$ cat src/rtl/mips32_run_ctrl_pkg.sv
// mips32_pkg: shared state encoding and constants for the MIPS32 run controller.
package mips32_pkg;
  typedef enum logic [2:0] {IDLE, LOAD, REGINIT, CLR, RUN, DONE} run_state_t;
  localparam int NUM_REGS = 32;
endpackage

$ cat src/rtl/mips32_run_ctrl_if.sv
// mips32_run_ctrl_if: program-load handshake and MEM write bus of the run controller.
interface mips32_run_ctrl_if #(parameter int MEM_AW = 10, parameter int DATA_W = 32);
  logic ld_valid, ld_ready, ld_last, mem_we;
  logic [DATA_W-1:0] ld_data, mem_wdata;
  logic [MEM_AW-1:0] mem_addr;
  modport master (output ld_valid, ld_data, ld_last, input ld_ready, mem_we, mem_addr, mem_wdata);
  modport slave (input ld_valid, ld_data, ld_last, output ld_ready, mem_we, mem_addr, mem_wdata);
endinterface

$ cat src/rtl/mips32_run_ctrl_watchdog.sv
// mips32_run_watchdog: saturating RUN-cycle counter with watchdog limit compare (limit 0 = off).
module mips32_run_watchdog #(parameter int W = 16) (
  input  logic         clk1,
  input  logic         rst,
  input  logic         clr,
  input  logic         en,
  input  logic [W-1:0] limit,
  output logic [W-1:0] cnt,
  output logic         expire
);
  assign expire = limit != '0 && cnt + W'(1) == limit;
  always_ff @(posedge clk1 or posedge rst)
    if (rst) cnt <= '0;
    else if (clr) cnt <= '0;
    else if (en && !(&cnt)) cnt <= cnt + W'(1);
endmodule

$ cat src/rtl/mips32_run_ctrl.sv
// mips32_run_ctrl: loads a program into MEM, clears and runs the core, reports halt/timeout.
// Define MIPS32_RUN_CTRL_REGINIT_EN to add a Register[i]=i init pass before the core clear.
module mips32_run_ctrl
  import mips32_pkg::*;
#(
  parameter int MEM_AW    = 10,
  parameter int DATA_W    = 32,
  parameter int TIMEOUT_W = 16
) (
  input  logic                 clk1,
  input  logic                 rst,
  input  logic                 start,
  mips32_run_ctrl_if.slave     bus,
  output logic                 rf_we,
  output logic [4:0]           rf_addr,
  output logic [DATA_W-1:0]    rf_wdata,
  output logic                 core_clr,
  output logic                 core_run,
  input  logic                 core_halted,
  input  logic [TIMEOUT_W-1:0] timeout_max,
  output logic                 busy,
  output logic                 done,
  output logic                 timed_out,
  output logic [MEM_AW:0]      word_cnt,
  output logic [TIMEOUT_W-1:0] cycle_cnt
);
  run_state_t state;
  logic go, xfer, last, halt, expire;
  assign go = start && (state == IDLE || state == DONE);
  assign bus.ld_ready = state == LOAD;
  assign xfer = bus.ld_valid && bus.ld_ready;
  // the word landing in the top MEM address ends the load even without ld_last
  assign last = bus.ld_last || &word_cnt[MEM_AW-1:0];
  assign bus.mem_we = xfer;
  assign bus.mem_addr = word_cnt[MEM_AW-1:0];
  assign bus.mem_wdata = xfer ? bus.ld_data : '0;
  assign core_clr = state == CLR;
  assign core_run = state == RUN;
  assign done = state == DONE;
  assign busy = !(state == IDLE || state == DONE);
  // the core's HALTED is stale during the first RUN cycle, when the count is still 0
  assign halt = core_run && cycle_cnt != '0 && core_halted;
`ifdef MIPS32_RUN_CTRL_REGINIT_EN
  localparam run_state_t NEXT_LOAD = REGINIT;
  logic [4:0] ri;
  assign rf_we = state == REGINIT;
  assign rf_addr = ri;
  assign rf_wdata = DATA_W'(ri);
`else
  localparam run_state_t NEXT_LOAD = CLR;
  assign rf_we = 1'b0;
  assign rf_addr = '0;
  assign rf_wdata = '0;
`endif
  mips32_run_watchdog #(.W(TIMEOUT_W)) u_wd (
    .clk1(clk1), .rst(rst), .clr(go || core_clr), .en(core_run),
    .limit(timeout_max), .cnt(cycle_cnt), .expire(expire)
  );
  always_ff @(posedge clk1 or posedge rst)
    if (rst) begin
      state <= IDLE;
      word_cnt <= '0;
      timed_out <= 1'b0;
`ifdef MIPS32_RUN_CTRL_REGINIT_EN
      ri <= '0;
`endif
    end else case (state)
      IDLE, DONE: if (start) begin
        state <= LOAD;
        word_cnt <= '0;
        timed_out <= 1'b0;
      end
      LOAD: if (xfer) begin
        word_cnt <= word_cnt + (MEM_AW+1)'(1);
        if (last) state <= NEXT_LOAD;
      end
`ifdef MIPS32_RUN_CTRL_REGINIT_EN
      REGINIT: begin
        ri <= ri + 5'd1;
        if (ri == 5'(NUM_REGS-1)) state <= CLR;
      end
`endif
      CLR: state <= RUN;
      RUN: if (halt) state <= DONE;
        else if (expire) begin
          state <= DONE;
          timed_out <= 1'b1;
        end
      default: state <= IDLE;
    endcase
endmodule

$ cat src/flat_wrapper.sv
// flat-port wrapper written by rule: the top's interface ports become plain ports
module mips32_run_ctrl_flat import mips32_pkg::*;
#(
  parameter int MEM_AW    = 10,
  parameter int DATA_W    = 32,
  parameter int TIMEOUT_W = 16
)
  (clk1, rst, start, rf_we, rf_addr, rf_wdata, core_clr, core_run, core_halted, timeout_max, busy, done, timed_out, word_cnt, cycle_cnt, bus_ld_valid, bus_ld_data, bus_ld_last, bus_ld_ready, bus_mem_we, bus_mem_addr, bus_mem_wdata);
  mips32_run_ctrl_if #(.MEM_AW(MEM_AW), .DATA_W(DATA_W)) bus_i ();
  input  logic clk1;
  input  logic rst;
  input  logic start;
  output logic rf_we;
  output logic [4:0] rf_addr;
  output logic [DATA_W-1:0] rf_wdata;
  output logic core_clr;
  output logic core_run;
  input  logic core_halted;
  input  logic [TIMEOUT_W-1:0] timeout_max;
  output logic busy;
  output logic done;
  output logic timed_out;
  output logic [MEM_AW:0] word_cnt;
  output logic [TIMEOUT_W-1:0] cycle_cnt;
  input wire logic [$bits(bus_i.ld_valid)-1:0] bus_ld_valid;
  input wire logic [$bits(bus_i.ld_data)-1:0] bus_ld_data;
  input wire logic [$bits(bus_i.ld_last)-1:0] bus_ld_last;
  output wire logic [$bits(bus_i.ld_ready)-1:0] bus_ld_ready;
  output wire logic [$bits(bus_i.mem_we)-1:0] bus_mem_we;
  output wire logic [$bits(bus_i.mem_addr)-1:0] bus_mem_addr;
  output wire logic [$bits(bus_i.mem_wdata)-1:0] bus_mem_wdata;
  assign bus_i.ld_valid = bus_ld_valid;
  assign bus_i.ld_data = bus_ld_data;
  assign bus_i.ld_last = bus_ld_last;
  assign bus_ld_ready = bus_i.ld_ready;
  assign bus_mem_we = bus_i.mem_we;
  assign bus_mem_addr = bus_i.mem_addr;
  assign bus_mem_wdata = bus_i.mem_wdata;
  mips32_run_ctrl #(.MEM_AW(MEM_AW), .DATA_W(DATA_W), .TIMEOUT_W(TIMEOUT_W)) u_core (.clk1(clk1), .rst(rst), .start(start), .bus(bus_i), .rf_we(rf_we), .rf_addr(rf_addr), .rf_wdata(rf_wdata), .core_clr(core_clr), .core_run(core_run), .core_halted(core_halted), .timeout_max(timeout_max), .busy(busy), .done(done), .timed_out(timed_out), .word_cnt(word_cnt), .cycle_cnt(cycle_cnt));
endmodule
$ cat config.mk
export PLATFORM = sky130hd
export DESIGN_NAME = mips32_run_ctrl_flat
export DESIGN_NICKNAME = d
export VERILOG_FILES = /design/src/rtl/mips32_run_ctrl_pkg.sv /design/src/rtl/mips32_run_ctrl_if.sv /design/src/rtl/mips32_run_ctrl_watchdog.sv /design/src/rtl/mips32_run_ctrl.sv /design/src/flat_wrapper.sv
export SDC_FILE = /design/constraint.sdc
export NUM_CORES = 1
export LEC_CHECK = 0
export BUFFER_PORTS_ARGS = -buffer_cell sky130_fd_sc_hd__buf_2
export CORE_MARGIN = 8
export CORE_UTILIZATION = 48
export DETAILED_ROUTE_END_ITERATION = 10
export GPL_TIMING_DRIVEN = 0
export MAX_ROUTING_LAYER = met4
export PLACE_DENSITY = 0.86
export SYNTH_ARGS = -nofsm -noshare
export SYNTH_HDL_FRONTEND = slang
export SYNTH_SLANG_ARGS = --single-unit
$ cat constraint.sdc
create_clock -name clk1 -period 4.7 [get_ports clk1]
set_input_delay 0.235 -clock clk1 [delete_from_list [all_inputs] [get_ports clk1]]
set_output_delay 0.235 -clock clk1 [all_outputs]
set_load 0.005 [all_outputs]
==> metrics.md, run 1 <==
| Metric | Value |
|---|---|
| Status | finished, violations left |
| Dominant cell type by area after synthesis | dfrtp_1 |
| Layout fillers | 518 |
| CTS tree | yes |
| Register area share after synthesis | 0.273 |
| Num CTS Buffers | 5 |
| CTS Hold Bufs | 0 |
| CORE AREA | 5820 µm² |
| Highest-count cells in the layout ignoring fill and taps | 133 x buf_2, 51 x buf_4, 38 x conb_1 |
| Nets@finish | 584 |
| Number of synthesized flops with an enable pin | 0 |
| Buffers from clock root to sink, at most | 2 |
| Main synth FF type | dfrtp_1 |
| DRT Pass-1 Iters | 4 |
| Wirelength per Cell | 15.1 µm |
| Clock share of power | 0.231 |
| Pwr/cell area | 311 nW/µm² |
| Peak supply drop | 259 µV |
| Clock transition at path regs | 0.07 ns |
| Dominant cells by area after synthesis | dfrtp_1 27%, buf_4 13%, and3_1 7.7% |
| CP Max Fanout | 10 |
| Setup CP Type | flop to flop |
| Failing checks | hold timing |
| Worst Setup End Kind | flop |
| Die height | 92.9 µm |
| Layout cells sized above 1 | 0.398 |
| I/O pin count | 168 |
| Largest net degree at the start of global routing | 32 |
| Startpoint Class | flop |
| First DRT Iteration DRCs | 175 |
| Max Cap Viol | 0 |
| Netlist Area Pre-Place | 2840 µm² |
| Worst reg2reg path depth | 8 |
| Fin. max-slew vios | 0 |
| Setup ws final | 1.81 ns |
| # resized after CTS | 0 |
| Combinational Power Share | 0.490 |
| RSZ-0062 raised after global routing | false |
| Root buf cell | clkbuf_8 |
| Initial core utilization | 0.488 |
| Hold WC Path Type | input pin to asynchronous set/reset pin |
| # setup viols final | 0 |
| Initial antenna violation count | 0 |
| Actual slew at the worst max-slew pin | 0.757 ns |
| Dpl cell area | 3720 µm² |
| Pint | 729 µW |
| Reg power frac | 0.280 |
| Global-route wire length before repair | 14.8 mm |
| Slew headroom | 0.493 |
| Yosys warns | 0 |
| Most common cell after layout, fill and taps aside | buf_2 |
| Worst hold slack | -0.00779 ns |
| Die ar. | 8630 µm² |
| #FFs+latches synth | 31 |
| Net switching power | 472 µW |
| Final setup TNS | 0 ns |
| Post-layout minimum cycle time | 2.89 ns |
| Clock Sinks | 31 |
| Worst EP arrival | 3.06 ns |
| Grt ovf | 0 |
| Syn Area/Cell | 8.04 µm² |
| Die W | 92.9 µm |
| Final WL | 9.12 mm |
| Port-buffer cells | 129 |
| DR vias/cell | 5.07 |
| Post-synth top area share | 0.273 |
| Fin. Hold Viols | 11 |
| Area Overhead vs Synth | 36.1% |
| Vias in the first global route | 3113 |
| DRC | 0 |
| Post-route design area | 3860 µm² |
| Switch share | 0.393 |
| Ant diodes | 0 |
| Place WS | 1.84 ns |
| Final worst path period share | 0.615 |
| Netlist cell types | 55 |
| Async S/R FF share, synth | 1.00 |
| P_leak | 0.00220 µW |
| Required @ worst endpoint | 4.87 ns |
| ANT nets after route | 0 |
| Synth Instances | 353 |
| F_max | 346 MHz |
| Routability cong. | 0.930 |
| H-tree depth | 2 |
| Post-CTS Setup Inserts | 0 |
| Worst Clk Skew | 0.00718 ns |
| Clock Latency Late Sink | 0.29 ns |
| Tot GR Track Use | 0.216 |
| DR vias | 3056 |
| FP Rows | 28 |
| Post-DP HPWL | 7.47 mm |
==> critical path, stage by stage (launching register included) <==
cell,delay (ns)
dfrtp_1,0.48
ha_1,0.32
nand4_2,0.22
nor2_1,0.43
a31oi_1,0.38
nor3_2,0.41
buf_2,0.32
o21ai_0,0.13
o41ai_1,0.08
==> flip-flops by register name (all words and copies together), names as in the netlist <==
signal	cells
u_core.word_cnt	11
u_core.state	3
u_core.timed_out	1
u_core.u_wd.cnt	16
==> stage by stage <==
step / power [µW] / hold slack (ns) / std cells / util
2_1_floorplan: 689 / 0.339 / 390 / -
3_3_place_gp: 907 / 0.491 / 594 / 0.639
3_5_place_dp: 925 / 0.489 / 594 / 0.639
4_1_cts: 1200 / 0.187 / 602 / 0.659
5_1_grt: 1290 / 0.0285 / 603 / 0.664
6_report: 1200 / -0.00779 / 603 / 0.664
==> Yosys cell counts, types with 3 or more instances <==
master and number:
mux2i_1 4, xor2_1 13, buf_2 4, and3_1 35, dfrtp_1 31, nand4_1 8, or3_1 4, and2_1 5
o31ai_1 8, ha_1 3, nor3_1 4, clkbuf_1 11, nor2_1 24, nand3_1 8, nor4_1 7, a211oi_1 3
a31oi_1 3, buf_4 51, a21oi_1 11, o21ai_0 25, xnor2_1 13, nand2_1 27, inv_1 11
==> cell type report <==
cell class	count	area, µm²	share of cell area
well taps	75	93.8	0.0243
multi-input cells	280	1690	0.437
clock buffers	6	82.6	0.0214
repair buffers	130	673	0.174
flip-flops and latches	31	776	0.201
clock inverters	2	35.0	0.00907
inverters	11	41.3	0.0107
plain buffers	68	472	0.122
==> cell families (layout without fill, tap and decap cells) <==
group / after synthesis / in the layout / share of synthesized area
AOI/OAI and AO/OA: 64 / 64 / 0.145
xor gates and xnor gates: 26 / 26 / 0.0802
adders and majority gates: 3 / 3 / 0.0132
buffers and inverters: 79 / 217 / 0.181
DFF: 31 / 31 / 0.273
muxes: 5 / 5 / 0.0181
other: 1 / 38 / 0.00132
and+or+nand+nor: 144 / 144 / 0.288
==> power groups by stage <==
stage          clock network (µW)  logic [µW]  registers (µW)
4_1_cts                       281         586             336
5_1_grt                       293         653             341
3_5_place_dp                    0         584             341
2_1_floorplan                   0         353             335
6_report                      277         588             336
3_3_place_gp                    0         568             339
==> metal layers <==
layer / track usage / vias to the layer above / wire length, µm
li1: - / 1502 / -
met1: 0.241 / 1413 / 3730
met2: 0.380 / 133 / 4670
met3: 0.0405 / 8 / 611
met4: 0.0644 / 0 / 103
met5: - / - / 0
==> path summary, 6_finish.rpt <==
path                                          from                  end  slack, ns
min in group clk1                      bus_ld_last      u_core.state[1]       0.19
worst min-delay path                           rst  u_core.u_wd.cnt[13]     -0.008
max in group asynchronous                      rst   u_core.u_wd.cnt[3]       4.22
worst min register to register    u_core.timed_out     u_core.timed_out       0.54
worst max register to register  u_core.u_wd.cnt[0]   u_core.u_wd.cnt[3]       1.81
worst max-delay path            u_core.u_wd.cnt[0]   u_core.u_wd.cnt[3]       1.81
Note: power is estimated with default switching activity, not from simulation.
==> run 2: changes to the inputs <==
--- a/config.mk
+++ b/config.mk
@@ -7,11 +7,11 @@
 export LEC_CHECK = 0
 export BUFFER_PORTS_ARGS = -buffer_cell sky130_fd_sc_hd__buf_2
 export CORE_MARGIN = 8
-export CORE_UTILIZATION = 48
+export CORE_UTILIZATION = 45
 export DETAILED_ROUTE_END_ITERATION = 10
 export GPL_TIMING_DRIVEN = 0
 export MAX_ROUTING_LAYER = met4
-export PLACE_DENSITY = 0.86
+export PLACE_DENSITY = 0.81
 export SYNTH_ARGS = -nofsm -noshare
 export SYNTH_HDL_FRONTEND = slang
 export SYNTH_SLANG_ARGS = --single-unit
==> constraint.sdc (replaced) <==
create_clock -name clk1 -period 2.7 [get_ports clk1]
set_input_delay 0.135 -clock clk1 [delete_from_list [all_inputs] [get_ports clk1]]
set_output_delay 0.135 -clock clk1 [all_outputs]
set_load 0.005 [all_outputs]
==> run 2 against run 1 <==
Effect of this change:
- the flow now finishes without violations
- clock-buffer cell count stayed put
- setup slack worse by 1.7 ns
- maximum frequency is 13% higher
- critical path type unchanged
- final area is 0.49% higher
- hold slack better by 0.10 ns
- via count is 1.4% higher
- clock power increased by 61%
- cell count is 0.50% higher
- core utilization decreased by 4.2 points
- power is 72% higher
==> metrics.md, run 2 (synthesis results as in run 1) <==
| Metric | Value |
|---|---|
| Max Cap Viol | 0 (unchanged) |
| Nets@finish | 586 (was 584) |
| Num CTS Buffers | 5 (unchanged) |
| Slew headroom | 0.496 (was 0.493) |
| Clock transition at path regs | 0.07 ns (about the same) |
| Largest net degree at the start of global routing | 32 (unchanged) |
| H-tree depth | 2 (unchanged) |
| DRT Pass-1 Iters | 6 (was 4) |
| CP Max Fanout | 8 (was 10) |
| Routability cong. | 0.930 (unchanged) |
| P_leak | 0.00219 µW (was 0.00220 µW) |
| Clock Sinks | 31 (unchanged) |
| FP Rows | 29 (was 28) |
| Actual slew at the worst max-slew pin | 0.754 ns (was 0.757 ns) |
| Die height | 95.4 µm (was 92.9 µm) |
| Ant diodes | 0 (unchanged) |
| F_max | 390 MHz (was 346 MHz) |
| Hold WC Path Type | input pin to flop (was input pin to asynchronous set/reset pin) |
| Max reg flops | 16 (unchanged) |
| Switch share | 0.393 (about the same) |
| Tot GR Track Use | 0.203 (was 0.216) |
| Pwr/cell area | 533 nW/µm² (was 311 nW/µm²) |
| # setup viols final | 0 (unchanged) |
| Layout fillers | 555 (was 518) |
| Port-buffer cells | 129 (unchanged) |
| Most common cell after layout, fill and taps aside | buf_2 (unchanged) |
| Crit-path max cell delay | 0.60 ns (was 0.48 ns) |
| CTS tree | yes (unchanged) |
| Grt ovf | 0 (unchanged) |
| CP most frequent cell | o21ai_0 |
| Sequential Area | 777 µm² (was 776 µm²) |
| Clock share of power | 0.215 (was 0.231) |
| Worst Setup End Kind | flop (unchanged) |
| Fin. max-slew vios | 0 (unchanged) |
| CP max stage cell | or4_1 (was dfrtp_1) |
| Final setup TNS | 0 ns (unchanged) |
| Peak supply drop | 281 µV (was 259 µV) |
| Critical Path, Cell by Cell | ha_2 > nand4_2 > or4_1 > o21ai_0 > a21oi_1 > o21ai_0 > nand4_1 > a211oi_2 (was ha_1 > nand4_2 > nor2_1 > a31oi_1 > nor3_2 > buf_2 > o21ai_0 > o41ai_1) |
| Multi-input gate area | 1700 µm² (was 1690 µm²) |
| Initial core utilization | 0.455 (was 0.488) |
| Biggest regs | u_core.u_wd.cnt: 16 flops, u_core.word_cnt: 11 flops, u_core.state: 3 flops (unchanged) |
| Fin. Hold Viols | 0 (was 11) |
| Root buf cell | clkbuf_8 (unchanged) |
| Initial antenna violation count | 0 (unchanged) |
| Post-route design area | 3880 µm² (was 3860 µm²) |
| Net switching power | 812 µW (was 472 µW) |
| Post-layout minimum cycle time | 2.56 ns (was 2.89 ns) |
| Status | completed (was finished, violations left) |
| Post-DP HPWL | 7.43 mm (was 7.47 mm) |
| ANT nets after route | 0 (unchanged) |
| First DRT Iteration DRCs | 177 (was 175) |
| Startpoint Class | flop (unchanged) |
| Buffers from clock root to sink, at most | 2 (unchanged) |
| Largest Register | u_core.u_wd.cnt (unchanged) |
| Dpl cell area | 3720 µm² (about the same) |
| CORE AREA | 6240 µm² (was 5820 µm²) |
| Die W | 95.4 µm (was 92.9 µm) |
| RSZ-0062 raised after global routing | false (unchanged) |
| Reg power frac | 0.284 (was 0.280) |
| Global-route wire length before repair | 14.3 mm (was 14.8 mm) |
| Clock Latency Late Sink | 0.29 ns (about the same) |
| Vias in the first global route | 3067 (was 3113) |
| Die ar. | 9100 µm² (was 8630 µm²) |
| Pint | 1260 µW (was 729 µW) |
| Combinational Power Share | 0.501 (was 0.490) |
| Final worst path period share | 0.950 (was 0.615) |
| I/O pin count | 168 (unchanged) |
| Required @ worst endpoint | 2.90 ns (was 4.87 ns) |
| DRC | 0 (unchanged) |
| Setup CP Type | flop to flop (unchanged) |
| Worst EP arrival | 2.76 ns (was 3.06 ns) |
| Layout cells sized above 1 | 0.405 (was 0.398) |
| Final WL | 9.26 mm (was 9.12 mm) |
| Highest-count cells in the layout ignoring fill and taps | 133 x buf_2, 52 x buf_4, 38 x conb_1 (was 133 x buf_2, 51 x buf_4, 38 x conb_1) |
| Area Overhead vs Synth | 36.7% (was 36.1%) |
| Worst Clk Skew | 0.00937 ns (was 0.00718 ns) |
| DR vias/cell | 5.11 (was 5.07) |
| DR vias | 3098 (was 3056) |
| Wirelength per Cell | 15.3 µm (was 15.1 µm) |
run 2: timing repair:
action,4_1_cts,5_1_grt
setup buffers,1,0
gates resized for setup,1,5
pin swaps,1,0
hold buffers,0,1
endpoints found under the hold margin,0,9
setup endpoints to repair,12,11
run 2: per-layer routing:
metal / track usage / share of wire / vias up
met5: - / 0 / -
met4: 0.0794 / 0.021 / 0
met3: 0.0441 / 0.085 / 18
met2: 0.339 / 0.50 / 160
met1: 0.232 / 0.39 / 1411
li1: - / - / 1509
run 2: per-stage QoR:
step / instances / total power, µW / utilization / worst slack (ns) / hold WS, ns
CTS: 604 / 2070 / 0.614 / 0.0301 / 0.0901
detailed placement: 596 / 1610 / 0.596 / -0.0917 / 0.386
global placement: 596 / 1580 / 0.596 / -0.0360 / 0.377
finish: 606 / 2070 / 0.622 / 0.136 / 0.0935
global route: 606 / 2230 / 0.622 / 0.00142 / 0.106
floorplan: 390 / 1200 / - / 0.478 / 0.239
run 2: power groups by stage:
stage | Combinational, µW | Clock [µW] | Sequential, µW
floorplan | 615 | 0 | 583
global route | 1160 | 474 | 598
global placement | 990 | 0 | 589
CTS | 1030 | 453 | 585
finish | 1040 | 445 | 587
detailed placement | 1010 | 0 | 594
run 2: layout make-up:
| cell class | count | area share |
|---|---|---|
| Multi-Input combinational cell | 280 | 0.438 |
| Sequential cell | 31 | 0.200 |
| Timing Repair Buffer | 132 | 0.178 |
| Buffer | 68 | 0.122 |
| Tap cell | 77 | 0.0248 |
| Clock buffer | 6 | 0.0187 |
| Inverter | 11 | 0.0106 |
| Clock inverter | 1 | 0.00774 |
run 2: path summary, 6_finish.rpt:
path | startpoint | endpoint | slack [ns] | cells after the start
max in group asynchronous | rst | u_core.u_wd.cnt[0] | 1.91 | 4
setup / recovery | u_core.u_wd.cnt[0] | u_core.state[0] | 0.14 | 8
hold / removal | bus_ld_last | u_core.state[1] | 0.09 | 3
hold reg to reg | u_core.word_cnt[10] | u_core.word_cnt[10] | 0.55 | 2
min in group asynchronous | rst | u_core.u_wd.cnt[11] | 0.36 | 3
setup reg to reg | u_core.u_wd.cnt[0] | u_core.state[0] | 0.14 | 8
run 2: worst max-delay path, delay by kind of cell, from the launching register on:
kind | cells | cell delay, ns
AO/OA/AOI/OAI | 4 | 0.76
adder cells (fa/ha/maj) | 1 | 0.27
flip-flops | 1 | 0.44
AND/OR/NAND/NOR | 3 | 1.01
==> run 3: changes to the inputs <==
--- a/config.mk
+++ b/config.mk
@@ -6,7 +6,7 @@
 export NUM_CORES = 1
 export LEC_CHECK = 0
 export BUFFER_PORTS_ARGS = -buffer_cell sky130_fd_sc_hd__buf_2
-export CORE_MARGIN = 8
+export CORE_MARGIN = 2
 export CORE_UTILIZATION = 45
 export DETAILED_ROUTE_END_ITERATION = 10
 export GPL_TIMING_DRIVEN = 0
==> run 3 against run 2 <==
Effect of this change:
- die area down 24%
- combinational power about the same
- routed wire length down 11%
- sequential power about the same
==> metrics.md, run 3 (synthesis results as in run 1) <==
| Metric | Value |
|---|---|
| Status | completed (unchanged) |
| Highest-count cells in the layout ignoring fill and taps | 133 x buf_2, 52 x buf_4, 38 x conb_1 (unchanged) |
| Most common cell after layout, fill and taps aside | buf_2 (unchanged) |
| Hold WC Path Type | input pin to flop (unchanged) |
| Sequential Area | 777 µm² (unchanged) |
| CTS tree | yes (unchanged) |
| Wirelength per Cell | 13.6 µm (was 15.3 µm) |
| DR vias | 3031 (was 3098) |
| Worst EP arrival | 2.68 ns (was 2.76 ns) |
| Tot GR Track Use | 0.240 (was 0.203) |
| Largest net degree at the start of global routing | 32 (unchanged) |
| Initial antenna violation count | 0 (unchanged) |
| Place WS | -0.190 ns (was -0.0917 ns) |
| Final WL | 8.21 mm (was 9.26 mm) |
| Setup ws final | 0.220 ns (was 0.136 ns) |
| ANT nets after route | 0 (unchanged) |
| Die height | 83.4 µm (was 95.4 µm) |
| Clock transition at path regs | 0.07 ns (about the same) |
| CTS Hold Bufs | 0 (unchanged) |
| Max Cap Viol | 0 (unchanged) |
| CORE AREA | 5990 µm² (was 6240 µm²) |
| DRT Pass-1 Iters | 7 (was 6) |
| Setup CP Type | flop to flop (unchanged) |
| Fin. Hold Viols | 0 (unchanged) |
| Clock Latency Late Sink | 0.28 ns (was 0.29 ns) |
| Startpoint Class | flop (unchanged) |
| Clock Sinks | 31 (unchanged) |
| Fin. max-slew vios | 0 (unchanged) |
| Global-route wire length before repair | 13.6 mm (was 14.3 mm) |
| Layout fillers | 553 (was 555) |
| CP Max Fanout | 6 (was 8) |
| Pwr/cell area | 527 nW/µm² (was 533 nW/µm²) |
| FP Rows | 28 (was 29) |
| Slew headroom | 0.220 (was 0.496) |
| Max reg flops | 16 (unchanged) |
| Initial core utilization | 0.474 (was 0.455) |
| DR vias/cell | 5.03 (was 5.11) |
| Biggest regs | u_core.u_wd.cnt: 16 flops, u_core.word_cnt: 11 flops, u_core.state: 3 flops (unchanged) |
| DRC | 0 (unchanged) |
| Port-buffer cells | 129 (unchanged) |
| Area Overhead vs Synth | 35.4% (was 36.7%) |
| Die ar. | 6960 µm² (was 9100 µm²) |
| Root buf cell | clkbuf_8 (unchanged) |
| Grt ovf | 0 (unchanged) |
| H-tree depth | 2 (unchanged) |
| Worst Clk Skew | 0.00619 ns (was 0.00937 ns) |
| Final worst path period share | 0.919 (was 0.950) |
| Worst hold slack | 0.0971 ns (was 0.0935 ns) |
| P_leak | 0.00218 µW (was 0.00219 µW) |
| Peak supply drop | 428 µV (was 281 µV) |
| First DRT Iteration DRCs | 89 (was 177) |
| Actual slew at the worst max-slew pin | 1.17 ns (was 0.754 ns) |
| Largest Register | u_core.u_wd.cnt (unchanged) |
| Required @ worst endpoint | 2.90 ns (about the same) |
| Nets@finish | 584 (was 586) |
| RSZ-0062 raised after global routing | false (unchanged) |
| Post-layout minimum cycle time | 2.48 ns (was 2.56 ns) |
| Die W | 83.4 µm (was 95.4 µm) |
| F_max | 403 MHz (was 390 MHz) |
| Layout cells sized above 1 | 0.407 (was 0.405) |
| Vias in the first global route | 2857 (was 3067) |
| Routability cong. | 0.910 (was 0.930) |
| Num CTS Buffers | 5 (unchanged) |
| I/O pin count | 168 (unchanged) |
| Worst Setup End Kind | flop (unchanged) |
| Ant diodes | 0 (unchanged) |
| Buffers from clock root to sink, at most | 2 (unchanged) |
| Multi-input gate area | 1700 µm² (unchanged) |
| Post-DP HPWL | 6.53 mm (was 7.43 mm) |
| # setup viols final | 0 (unchanged) |
==> run 3: changes by cell type in the layout (fill, tap and decap cells not counted) <==
cell,change
clkbuf_8,+2
bufinv_16,-1
clkinv_1,-1
dlygate4sd3_1,-1
clkinvlp_4,+1
buf_16,-1
clkbuf_1,-1
inv_1,+1
==> run 3: routing by layer <==
layer	share of wire	GRT usage
met1	0.41	0.289
met2	0.52	0.423
met3	0.063	0.0378
met4	0.013	0.0572
met5	0	-
==> run 3: worst paths after layout <==
| check | slack [ns] | startpoint | endpoint | depth (start not counted) |
|---|---|---|---|---|
| worst min-delay path | 0.1 | bus_ld_last | u_core.state[1] | 3 |
| worst max-delay path | 0.22 | u_core.u_wd.cnt[1] | u_core.state[0] | 7 |
| min in group asynchronous | 0.15 | rst | u_core.u_wd.cnt[11] | 2 |
| worst max register to register | 0.22 | u_core.u_wd.cnt[1] | u_core.state[0] | 7 |
| worst min register to register | 0.54 | u_core.timed_out | u_core.timed_out | 2 |
| max in group asynchronous | 1.77 | rst | u_core.u_wd.cnt[0] | 2 |
==> run 3: where the power goes <==
group          switching (µW)  internal, µW  leakage [µW]  total, µW
Sequential               67.1           518      0.000423        585
Combinational             558           464       0.00171       1020
Clock                     187           232     0.0000505        418
==> run 3: metrics by stage <==
step	power (µW)	TNS, ns	instances	instance area, µm²	utilization
after floorplan	1200	0	390	2980	-
after global placement	1570	-1.43	594	3720	0.620
after detailed placement	1590	-1.47	594	3720	0.620
after CTS	2040	0	603	3830	0.639
after global routing	2180	0	603	3840	0.641
final	2030	0	603	3840	0.641
==> run 3: final cells by class <==
type                       instances  area share
inverter                          11      0.0107
clock buffer                       7      0.0251
multi-input combinational        280       0.442
sequential                        31       0.202
buffer                            68       0.123
tap                               75      0.0244
timing repair buffer             130       0.170
clock inverter                     1     0.00195
==> run 3: repair_timing <==
action / CTS / global route
gates resized for setup: 1 / 5
endpoints found under the setup margin: 10 / 16
buffers inserted: 1 / 0
pin swaps: 1 / 0
==> run 3: worst max-delay path: stages, from the launching register on <==
cell,delay (ns)
dfrtp_1,0.43
ha_2,0.28
nand4_2,0.19
or4_1,0.59
or3b_1,0.38
o21ai_0,0.11
nand4_1,0.21
a211oi_2,0.22
